### src/rtl/jtframe_rom_tdm_if.sv
`default_nettype none
// ============================================================================
// Module      : jtframe_rom_tdm_if
// Description : SDRAM read-port bundle shared by the time-division ROM reader
//               and the SDRAM controller.
//   sdram_re    toggles once per issued read (any edge is a request)
//   sdram_addr  22-bit SDRAM word address of the last issued read
//   data_read   16-bit SDRAM data, valid one slot after the request
//   master : ROM reader side (drives the request)
//   slave  : SDRAM controller side (returns data)
// Revision    : 1.0 - initial release
// ============================================================================
interface jtframe_rom_tdm_if;
  logic        sdram_re;
  logic [21:0] sdram_addr;
  logic [15:0] data_read;

  modport master (output sdram_re, output sdram_addr, input data_read);
  modport slave  (input sdram_re, input sdram_addr, output data_read);
endinterface
`default_nettype wire

### src/rtl/jtframe_rom_tdm.sv
`default_nettype none
// ============================================================================
// Module      : jtframe_rom_tdm
// Description : Time-division SDRAM ROM reader. Up to 8 channels share one
//               16-bit SDRAM read port through a fixed, table-driven slot
//               schedule with per-channel word offsets, byte-addressed
//               channels, idle slots and repeat-address skipping.
// Ports       :
//   clk, rst      system clock, synchronous active-high reset
//   cen           slot clock enable, one slot per cen
//   sync          at a cen, forces the slot in use to 0
//   downloading   ROM load in progress, resets the datapath
//   loop_rst      same effect as downloading
//   addr          channel addresses, channel n at [22n+21:22n]
//   dout          channel data, channel n at [16n+15:16n]
//   data_ok       one-cycle pulse per channel when its dout updates
//   idle_slot     high for a slot in which no read was issued
//   ready         outputs are trustworthy
//   sdram         SDRAM request/response bundle (master side)
// Revision    : 1.0 - initial release
// ============================================================================
module jtframe_rom_tdm #(
  parameter int               CH        = 8,
  parameter int               SLOTS     = 16,
  parameter logic [SLOTS*4-1:0] SCHED   = 64'h7654_3210_7654_3210,
  parameter logic [CH*22-1:0] OFFSETS   = '0,
  parameter logic [7:0]       BYTE_CH   = 8'h00,
  parameter bit               SKIP_RPT  = 1'b1,
  parameter int               READY_DLY = 4
) (
  input  logic                 clk,
  input  logic                 rst,
  input  logic                 cen,
  input  logic                 sync,
  input  logic                 downloading,
  input  logic                 loop_rst,
  input  logic [CH*22-1:0]     addr,
  output logic [CH*16-1:0]     dout,
  output logic [CH-1:0]        data_ok,
  output logic                 idle_slot,
  output logic                 ready,
  jtframe_rom_tdm_if.master    sdram
);

  localparam int SW = $clog2(SLOTS);

  logic [SW-1:0] slot;
  logic [SW-1:0] cur_slot;
  logic [3:0]    cur_ch;
  logic          re;
  logic [21:0]   sd_addr;
  logic [CH-1:0] valid;
  logic [21:0]   last_addr [CH];
  logic          pend;
  logic [2:0]    pend_ch;
  logic          pend_lsb;
  logic          pend_byte;
  logic [3:0]    rdy_cnt;

  logic          ch_ok;
  logic [21:0]   sel_addr;
  logic [21:0]   sel_off;
  logic          sel_byte;
  logic          sel_valid;
  logic [21:0]   sel_last;
  logic          skip;
  logic [21:0]   issue_addr;
  logic [15:0]   cap_data;

  assign sdram.sdram_re   = re;
  assign sdram.sdram_addr = sd_addr;

  // sync realigns the slot used at this very cen, not the next one
  assign cur_slot = sync ? '0 : slot;
  assign cur_ch   = SCHED[{cur_slot, 2'b00} +: 4];

  // Schedule entries >= CH match no channel and leave ch_ok low: idle slot
  always_comb begin
    ch_ok     = 1'b0;
    sel_addr  = '0;
    sel_off   = '0;
    sel_byte  = 1'b0;
    sel_valid = 1'b0;
    sel_last  = '0;
    for (int n = 0; n < CH; n++) begin
      if (cur_ch == 4'(n)) begin
        ch_ok     = 1'b1;
        sel_addr  = addr[22*n +: 22];
        sel_off   = OFFSETS[22*n +: 22];
        sel_byte  = BYTE_CH[n];
        sel_valid = valid[n];
        sel_last  = last_addr[n];
      end
    end
  end

  assign skip       = !ch_ok || (SKIP_RPT && sel_valid && (sel_addr == sel_last));
  // Sum wraps modulo 2^22 by width
  assign issue_addr = sel_off + (sel_byte ? {1'b0, sel_addr[21:1]} : sel_addr);

  // Byte channels: even address takes the high byte, odd address the low byte
  assign cap_data = !pend_byte ? sdram.data_read :
                    (pend_lsb ? {8'h00, sdram.data_read[7:0]}
                              : {8'h00, sdram.data_read[15:8]});

  always_ff @(posedge clk) begin
    if (rst || downloading || loop_rst) begin
      slot      <= '0;
      re        <= 1'b0;
      sd_addr   <= '0;
      dout      <= '0;
      data_ok   <= '0;
      idle_slot <= 1'b0;
      valid     <= '0;
      ready     <= 1'b0;
      rdy_cnt   <= '0;
      pend      <= 1'b0;
      pend_ch   <= '0;
      pend_lsb  <= 1'b0;
      pend_byte <= 1'b0;
      for (int n = 0; n < CH; n++) last_addr[n] <= '0;
    end else begin
      data_ok <= '0;
      if (cen) begin
        slot <= cur_slot + SW'(1);
        // Capture belongs to the channel recorded at issue, not the current slot
        if (pend) begin
          for (int n = 0; n < CH; n++) begin
            if (pend_ch == 3'(n)) begin
              dout[16*n +: 16] <= cap_data;
              valid[n]         <= 1'b1;
              data_ok[n]       <= 1'b1;
            end
          end
        end
        pend      <= !skip;
        idle_slot <= skip;
        if (!skip) begin
          re        <= ~re;
          sd_addr   <= issue_addr;
          pend_ch   <= cur_ch[2:0];
          pend_lsb  <= sel_addr[0];
          pend_byte <= sel_byte;
          for (int n = 0; n < CH; n++) begin
            if (cur_ch == 4'(n)) last_addr[n] <= sel_addr;
          end
        end
        if (!ready) begin
          rdy_cnt <= rdy_cnt + 4'd1;
          if (rdy_cnt == 4'(READY_DLY - 1)) ready <= 1'b1;
        end
      end
    end
  end

endmodule
`default_nettype wire

### src/flat_wrapper.sv
// flat-port wrapper written by rule: the top's interface ports become plain ports
module jtframe_rom_tdm_flat 
#(
  parameter int               CH        = 8,
  parameter int               SLOTS     = 16,
  parameter logic [SLOTS*4-1:0] SCHED   = 64'h7654_3210_7654_3210,
  parameter logic [CH*22-1:0] OFFSETS   = '0,
  parameter logic [7:0]       BYTE_CH   = 8'h00,
  parameter bit               SKIP_RPT  = 1'b1,
  parameter int               READY_DLY = 4
)
  (clk, rst, cen, sync, downloading, loop_rst, addr, dout, data_ok, idle_slot, ready, sdram_sdram_re, sdram_sdram_addr, sdram_data_read);
  jtframe_rom_tdm_if sdram_i ();
  input  logic clk;
  input  logic rst;
  input  logic cen;
  input  logic sync;
  input  logic downloading;
  input  logic loop_rst;
  input  logic [CH*22-1:0] addr;
  output logic [CH*16-1:0] dout;
  output logic [CH-1:0] data_ok;
  output logic idle_slot;
  output logic ready;
  output wire logic [$bits(sdram_i.sdram_re)-1:0] sdram_sdram_re;
  output wire logic [$bits(sdram_i.sdram_addr)-1:0] sdram_sdram_addr;
  input wire logic [$bits(sdram_i.data_read)-1:0] sdram_data_read;
  assign sdram_sdram_re = sdram_i.sdram_re;
  assign sdram_sdram_addr = sdram_i.sdram_addr;
  assign sdram_i.data_read = sdram_data_read;
  jtframe_rom_tdm #(.CH(CH), .SLOTS(SLOTS), .SCHED(SCHED), .OFFSETS(OFFSETS), .BYTE_CH(BYTE_CH), .SKIP_RPT(SKIP_RPT), .READY_DLY(READY_DLY)) u_core (.clk(clk), .rst(rst), .cen(cen), .sync(sync), .downloading(downloading), .loop_rst(loop_rst), .addr(addr), .dout(dout), .data_ok(data_ok), .idle_slot(idle_slot), .ready(ready), .sdram(sdram_i));
endmodule
### config.mk
export PLATFORM = sky130hd
export DESIGN_NAME = jtframe_rom_tdm_flat
export DESIGN_NICKNAME = d
export VERILOG_FILES = /design/src/rtl/jtframe_rom_tdm_if.sv /design/src/rtl/jtframe_rom_tdm.sv /design/src/flat_wrapper.sv
export SDC_FILE = /design/constraint.sdc
export NUM_CORES = 1
export LEC_CHECK = 0
export BUFFER_PORTS_ARGS = -buffer_cell sky130_fd_sc_hd__buf_2
export CAP_MARGIN = 5
export CORE_MARGIN = 5
export CORE_UTILIZATION = 40
export DETAILED_ROUTE_END_ITERATION = 10
export GPL_TIMING_DRIVEN = 1
export SYNTH_ARGS = -nofsm -noshare
export SYNTH_HDL_FRONTEND = slang
export SYNTH_SLANG_ARGS = --single-unit
### constraint.sdc
create_clock -name clk -period 11.25 [get_ports clk]
set_clock_uncertainty 0.05 [all_clocks]
set_input_delay 2.25 -clock clk [delete_from_list [all_inputs] [get_ports clk]]
set_output_delay 2.25 -clock clk [all_outputs]
set_load 0.005 [all_outputs]
# After elaboration in Yosys (flattened, before gate mapping)
# Memory sizes are Yosys's and may differ from the RTL's.
# Index checks and enable logic that the tools add are counted.
[word_totals] wordCells=169 output_inout_bits=161 in_bits=198 n_memories=1 ram_bits=176 reg_bits=181
[classes] shifts=1 n_addsub=2 mux=92 n_eq_ne=16 reduce_logical=19 n_bitwise=13
[memory_table] name="u_core.last_addr" depth=8 word_bits=22 read_ports=8 rd_ports_with_merged_regs=0 write_ports=8 line_no="jtframe_rom_tdm.sv:53" rtl="logic [21:0] last_addr [CH];"
[ops] op="2-to-1 mux 22 bit" count=24
[ops] op="2-to-1 mux 1 bit" count=67
[ops] op="variable part select 64 x 7 -> 4 bit, first input constant" count=1
[ops] op="AND reduction 3 bit" count=8
[ops] op="equality test 22 bit" count=1
[ops] op="equality test 4 x 3 -> 1 bit, second input constant" count=4
[ops] op="equality test 3 bit, second input constant" count=4
[ops] op="equality test 4 x 2 -> 1 bit, second input constant" count=3
[ops] op="adder 4 x 1 -> 4 bit, second input constant" count=2
[ops] op="bitwise OR 1 bit" count=8
[ops] op="equality test 3 x 2 -> 1 bit, second input constant" count=2
[ops] op="inverter 1 bit" count=5
[ops] op="equality test 4 x 1 -> 1 bit, second input constant" count=1
[ops] op="logical NOT 4 bit" count=1
[ops] op="2-to-1 mux 4 bit" count=1
[ops] op="AND reduction 2 bit" count=2
[ops] op="equality test 3 x 1 -> 1 bit, second input constant" count=1
[ops] op="logical NOT 3 bit" count=1
[ops] op="logical OR 1 bit" count=3
[ops] op="OR reduction 3 bit" count=1
[ops] op="logical NOT 1 bit" count=2
[ops] op="logical AND 1 bit" count=1

# Longest topological paths before layout
[logic_depth] word_depth=19 depth_mapped=22 ltp_nobuf=14

# Worst setup path before layout
# No wires, ideal clock.
[synth_path] path_kind="input to register" startpoint="input port sync" endpoint="memory u_core.last_addr[1][0] (netlist: u_core.last_addr[0][22]), enable pin" setup_slack_ps=3399 path_stages=20 setup_time_ps=435 arrival_ps=7366 path_buffers=11 cell_sequence="nand2b_1 buf_2 inv_2 buf_2 buf_2 buf_1 clkbuf_1 ha_1 clkbuf_1 buf_2 buf_1 clkbuf_1 clkbuf_1 nand2_1 nand3_1 o221ai_1 nand4_1 o41ai_2 buf_2 o31ai_1"
[synth_lines] item="start, declared" line_no="flat_wrapper.sv:17" rtl="input logic sync;"
[synth_lines] item="end, declared" line_no="jtframe_rom_tdm.sv:53"

==> impl_results.rst <==
.. list-table::
   :header-rows: 1

   * - Metric
     - Value
   * - Clock transition at the register clock pins on the worst setup and hold paths after CTS
     - 50 ps
   * - Number of buffers inserted by post-CTS setup repair
     - 0
   * - Busiest layer in global routing
     - met2
   * - Clock Latency Late Sink
     - 560 ps
   * - Final max-slew violation count
     - 0
   * - Largest net degree at the start of global routing
     - 74
   * - DR pass1 iterations
     - 5
   * - GR met3 Demand/Resource
     - 0.0571
   * - Number of endpoints with negative hold slack in the final report
     - 0
   * - Global routing met1 resource utilization
     - 0.371
   * - Hold Crit Class
     - reg -> reg
   * - Layout cell share with drive strength beyond 1
     - 0.222
   * - Sequential share of the synthesized area
     - 0.529
   * - Source of the worst register-to-register timing path
     - u_core.slot[0]
   * - Power per standard cell area
     - 143 mW/mm²
   * - Clock tree from TritonCTS
     - done
   * - Leakage
     - 0.00784 µW
   * - Nets@finish
     - 2,365
   * - Number of nets in the synthesized netlist
     - 2,110
   * - Num rows
     - 75
   * - Register-to-Register Setup Slack
     - 4580 ps
   * - Startpoint of the tightest hold check path
     - u_core.dout[51]
   * - Post-Syn Area
     - 0.0168 mm²
   * - Global-route usage over all layers
     - 0.272
   * - Count of nets left with antenna violations after detail routing
     - 0
   * - Largest vdd supply drop
     - 0.000111 V
   * - Count of input and output buffers
     - 358
   * - Final GP Congestion
     - 0.914
   * - Number of sinks driven by the clock tree
     - 356
   * - CP top delay family
     - simple AND/OR/NAND/NOR gates
   * - Buffers & Inverters on Critical Path
     - 2
   * - Worst max-slew margin expressed relative to the limit
     - 0.168
   * - Height of the die
     - 215 µm
   * - Via count of the routed design
     - 16.0k
   * - Cell total after placement
     - 2,657
   * - Number of diodes added for antenna fixing
     - 0
   * - Critical path type
     - in -> reg
   * - Worst Path Required
     - 11,230 ps
   * - Critical path's slowest cell
     - sky130_fd_sc_hd__nand2b_1
   * - Gate Count Post-Synth
     - 1,905
   * - Setup TNS
     - 0 ps
   * - Mean area per synthesized cell
     - 8.82 µm²
   * - Die X-Extent
     - 215 µm
   * - Cts bufs inserted
     - 40
   * - Antenna violations before repair
     - 0
   * - Fmax
     - 122 MHz
   * - IO Count
     - 359
   * - Total wire length
     - 66,200 µm
   * - Slew at the pin closest to its max-slew limit
     - 1240 ps
   * - Top post-synthesis cells by area
     - sky130_fd_sc_hd__edfxtp_1, sky130_fd_sc_hd__dfxtp_1, sky130_fd_sc_hd__nand2_1
   * - Area added between synthesis and finish
     - 20.2%
   * - Gates resized, CTS repair
     - 0
   * - Clock H-tree levels
     - 2
   * - Unique cell type count in the Yosys netlist
     - 67
   * - Final setup fails
     - 0
   * - Total die area
     - 0.0462 mm²
   * - Most used flip-flop cell after synthesis
     - sky130_fd_sc_hd__dfxtp_1
   * - Initial standard-cell utilization of the core
     - 0.402
   * - GR Util met2
     - 0.429
   * - RSZ-0062 raised after global routing
     - no
   * - Critical path fanouts, max
     - 31
   * - Top cell type by total area after synthesis
     - sky130_fd_sc_hd__edfxtp_1
   * - Count of non-filler cells in the finished layout
     - 2,728
   * - Count of warnings emitted by yosys
     - 0
   * - Largest stage delay on the critical path
     - 1000 ps
   * - Buffer levels on the longest clock path
     - 3
   * - Time the final worst path needs with I/O delays and setup
     - 8180 ps
   * - Via count of the first global-routing pass
     - 15.5k
   * - Wire length per cell
     - 24.3 µm
   * - Max-capacitance violation count
     - 0
   * - DRC viols
     - 0
   * - Crit start category
     - input port
   * - GR Overflow Total
     - 0
   * - Worst-path cell chain
     - buf_2, nand2b_2, ha_2, nand2b_1, o22ai_1, o32ai_1, a221o_1, nand3_1, o221ai_1, nand4_1, o41a_1, buf_4, nand2_2, nand2_1
   * - Wire length of the first global-routing pass
     - 97,800 µm
   * - Number of flops mapped to enable cells by yosys
     - 176
   * - Vias per cell
     - 5.86
   * - Share of flip-flops with an asynchronous set or reset after synthesis
     - 0
   * - Kind of capture point of the worst setup path
     - flop
   * - Cell at the root of the clock tree
     - sky130_fd_sc_hd__clkbuf_16
   * - Area inside the core boundary
     - 0.0418 mm²
   * - FF+latch count, synth
     - 356
   * - Run status
     - finished, final reports clean
   * - Half-perimeter wire length after placement
     - 46,500 µm
   * - Startpoint of the worst setup timing path
     - sync
   * - CTS Hold Buffers Added
     - 0
   * - Final worst path period share
     - 0.727
   * - Fill cell count
     - 4,029
   * - Number of DRC markers after the initial detailed-route iteration
     - 1,931
   * - Proportion of netlist area held by the largest area contributor
     - 0.315
   * - CP Data Arrival Time
     - 8170 ps
[state kept, by name, summed over array words and instances, names as in the netlist, 3 cells and up]
register and count:
u_core.last_addr 176, u_core.sdram.sdram_addr 22, u_core.rdy_cnt 4, u_core.pend_ch 3, u_core.valid 8, u_core.data_ok 8, u_core.dout 128, u_core.slot 3
[report_power, final]
part	total [µW]	internal, µW	switching [µW]
clock network	1300	763	533
registers	1400	1390	12.3
logic	192	65.6	127
total	2890	2210	672
[path summary, 6_finish.rpt]
path	endpoint	cells after the start
worst max register to register	u_core.last_addr[1][1]	14
worst min-delay path	u_core.dout[51]	2
worst min register to register	u_core.dout[51]	2
worst max-delay path	u_core.last_addr[1][1]	14
[tightest hold or removal path, delay by kind of cell (launching register included)]
family             cells  cell delay (ps)
and+or+nand+nor        1               50
AOI/OAI and AO/OA      1               50
DFF                    1              300
[cell type report]
cell class	instances	area, µm²	share of cell area
multi-input combinational	1323	7080	0.351
timing repair buffer	399	2100	0.104
clock buffer	48	1090	0.0542
tap	539	674	0.0334
clock inverter	23	203	0.0100
inverter	40	151	0.00750
sequential	356	8890	0.440
[metal layers]
layer / share of wire / vias up / wire, µm
met1: 0.41 / 7668 / 27400
met2: 0.46 / 894 / 30200
met5: 0 / - / 0
met4: 0.036 / 0 / 2400
met3: 0.093 / 131 / 6140
li1: - / 7283 / -
[cell usage in the layout (no fill, tap or decap), types with 14 or more instances in the layout]
master | synthesis | final
sky130_fd_sc_hd__o21ai_1 | 25 | 25
sky130_fd_sc_hd__nor2b_1 | 23 | 23
sky130_fd_sc_hd__inv_1 | 38 | 35
sky130_fd_sc_hd__nor4_1 | 67 | 67
sky130_fd_sc_hd__xor2_1 | 14 | 14
sky130_fd_sc_hd__o221ai_1 | 17 | 17
sky130_fd_sc_hd__o22ai_1 | 17 | 17
sky130_fd_sc_hd__buf_4 | 5 | 41
sky130_fd_sc_hd__buf_2 | 57 | 358
sky130_fd_sc_hd__o21ai_0 | 95 | 94
sky130_fd_sc_hd__nand3_1 | 37 | 37
sky130_fd_sc_hd__a21oi_1 | 205 | 205
sky130_fd_sc_hd__nand2_1 | 410 | 410
sky130_fd_sc_hd__edfxtp_1 | 176 | 176
sky130_fd_sc_hd__a31oi_1 | 31 | 31
sky130_fd_sc_hd__o211ai_1 | 19 | 19
sky130_fd_sc_hd__clkbuf_16 | 0 | 43
sky130_fd_sc_hd__nor2_1 | 136 | 135
sky130_fd_sc_hd__nand2b_1 | 29 | 28
sky130_fd_sc_hd__dfxtp_1 | 180 | 180
[synthesized netlist by cell type, types with 13 or more instances]
cell                       count
sky130_fd_sc_hd__a21oi_1     205
sky130_fd_sc_hd__a31oi_1      31
sky130_fd_sc_hd__buf_1        14
sky130_fd_sc_hd__buf_2        57
sky130_fd_sc_hd__clkbuf_1     97
sky130_fd_sc_hd__clkbuf_2     13
sky130_fd_sc_hd__dfxtp_1     180
sky130_fd_sc_hd__edfxtp_1    176
sky130_fd_sc_hd__inv_1        38
sky130_fd_sc_hd__nand2_1     410
sky130_fd_sc_hd__nand2b_1     29
sky130_fd_sc_hd__nand3_1      37
sky130_fd_sc_hd__nor2_1      136
sky130_fd_sc_hd__nor2b_1      23
sky130_fd_sc_hd__nor4_1       67
sky130_fd_sc_hd__o211ai_1     19
sky130_fd_sc_hd__o21ai_0      95
sky130_fd_sc_hd__o21ai_1      25
sky130_fd_sc_hd__o221ai_1     17
sky130_fd_sc_hd__o22ai_1      17
sky130_fd_sc_hd__xor2_1       14
[kinds of logic (layout without fill, tap and decap cells)]
kind of cell / count (synthesis) / after routing / synth area share
AO/OA/AOI/OAI: 522 / 522 / 0.192
XOR/XNOR: 23 / 23 / 0.0120
adder cells (fa/ha/maj): 7 / 7 / 0.00521
buffers and inverters: 226 / 510 / 0.0568
flip-flops: 356 / 356 / 0.529
multiplexers: 4 / 4 / 0.00238
AND/OR/NAND/NOR: 767 / 767 / 0.203
[metrics by stage]
stage               hold slack (ps)  utilization  cell area (µm²)  setup slack [ps]  power, µW
floorplan                       381            -            16800              3400       1520
global placement                384        0.452            18900              2860       1610
detailed placement              391        0.452            18900              2670       1610
CTS                             401        0.484            20200              3230       2900
global route                    416        0.484            20200              2900       2970
finish                          399        0.484            20200              3070       2890
(Power assumes the default switching activity.)
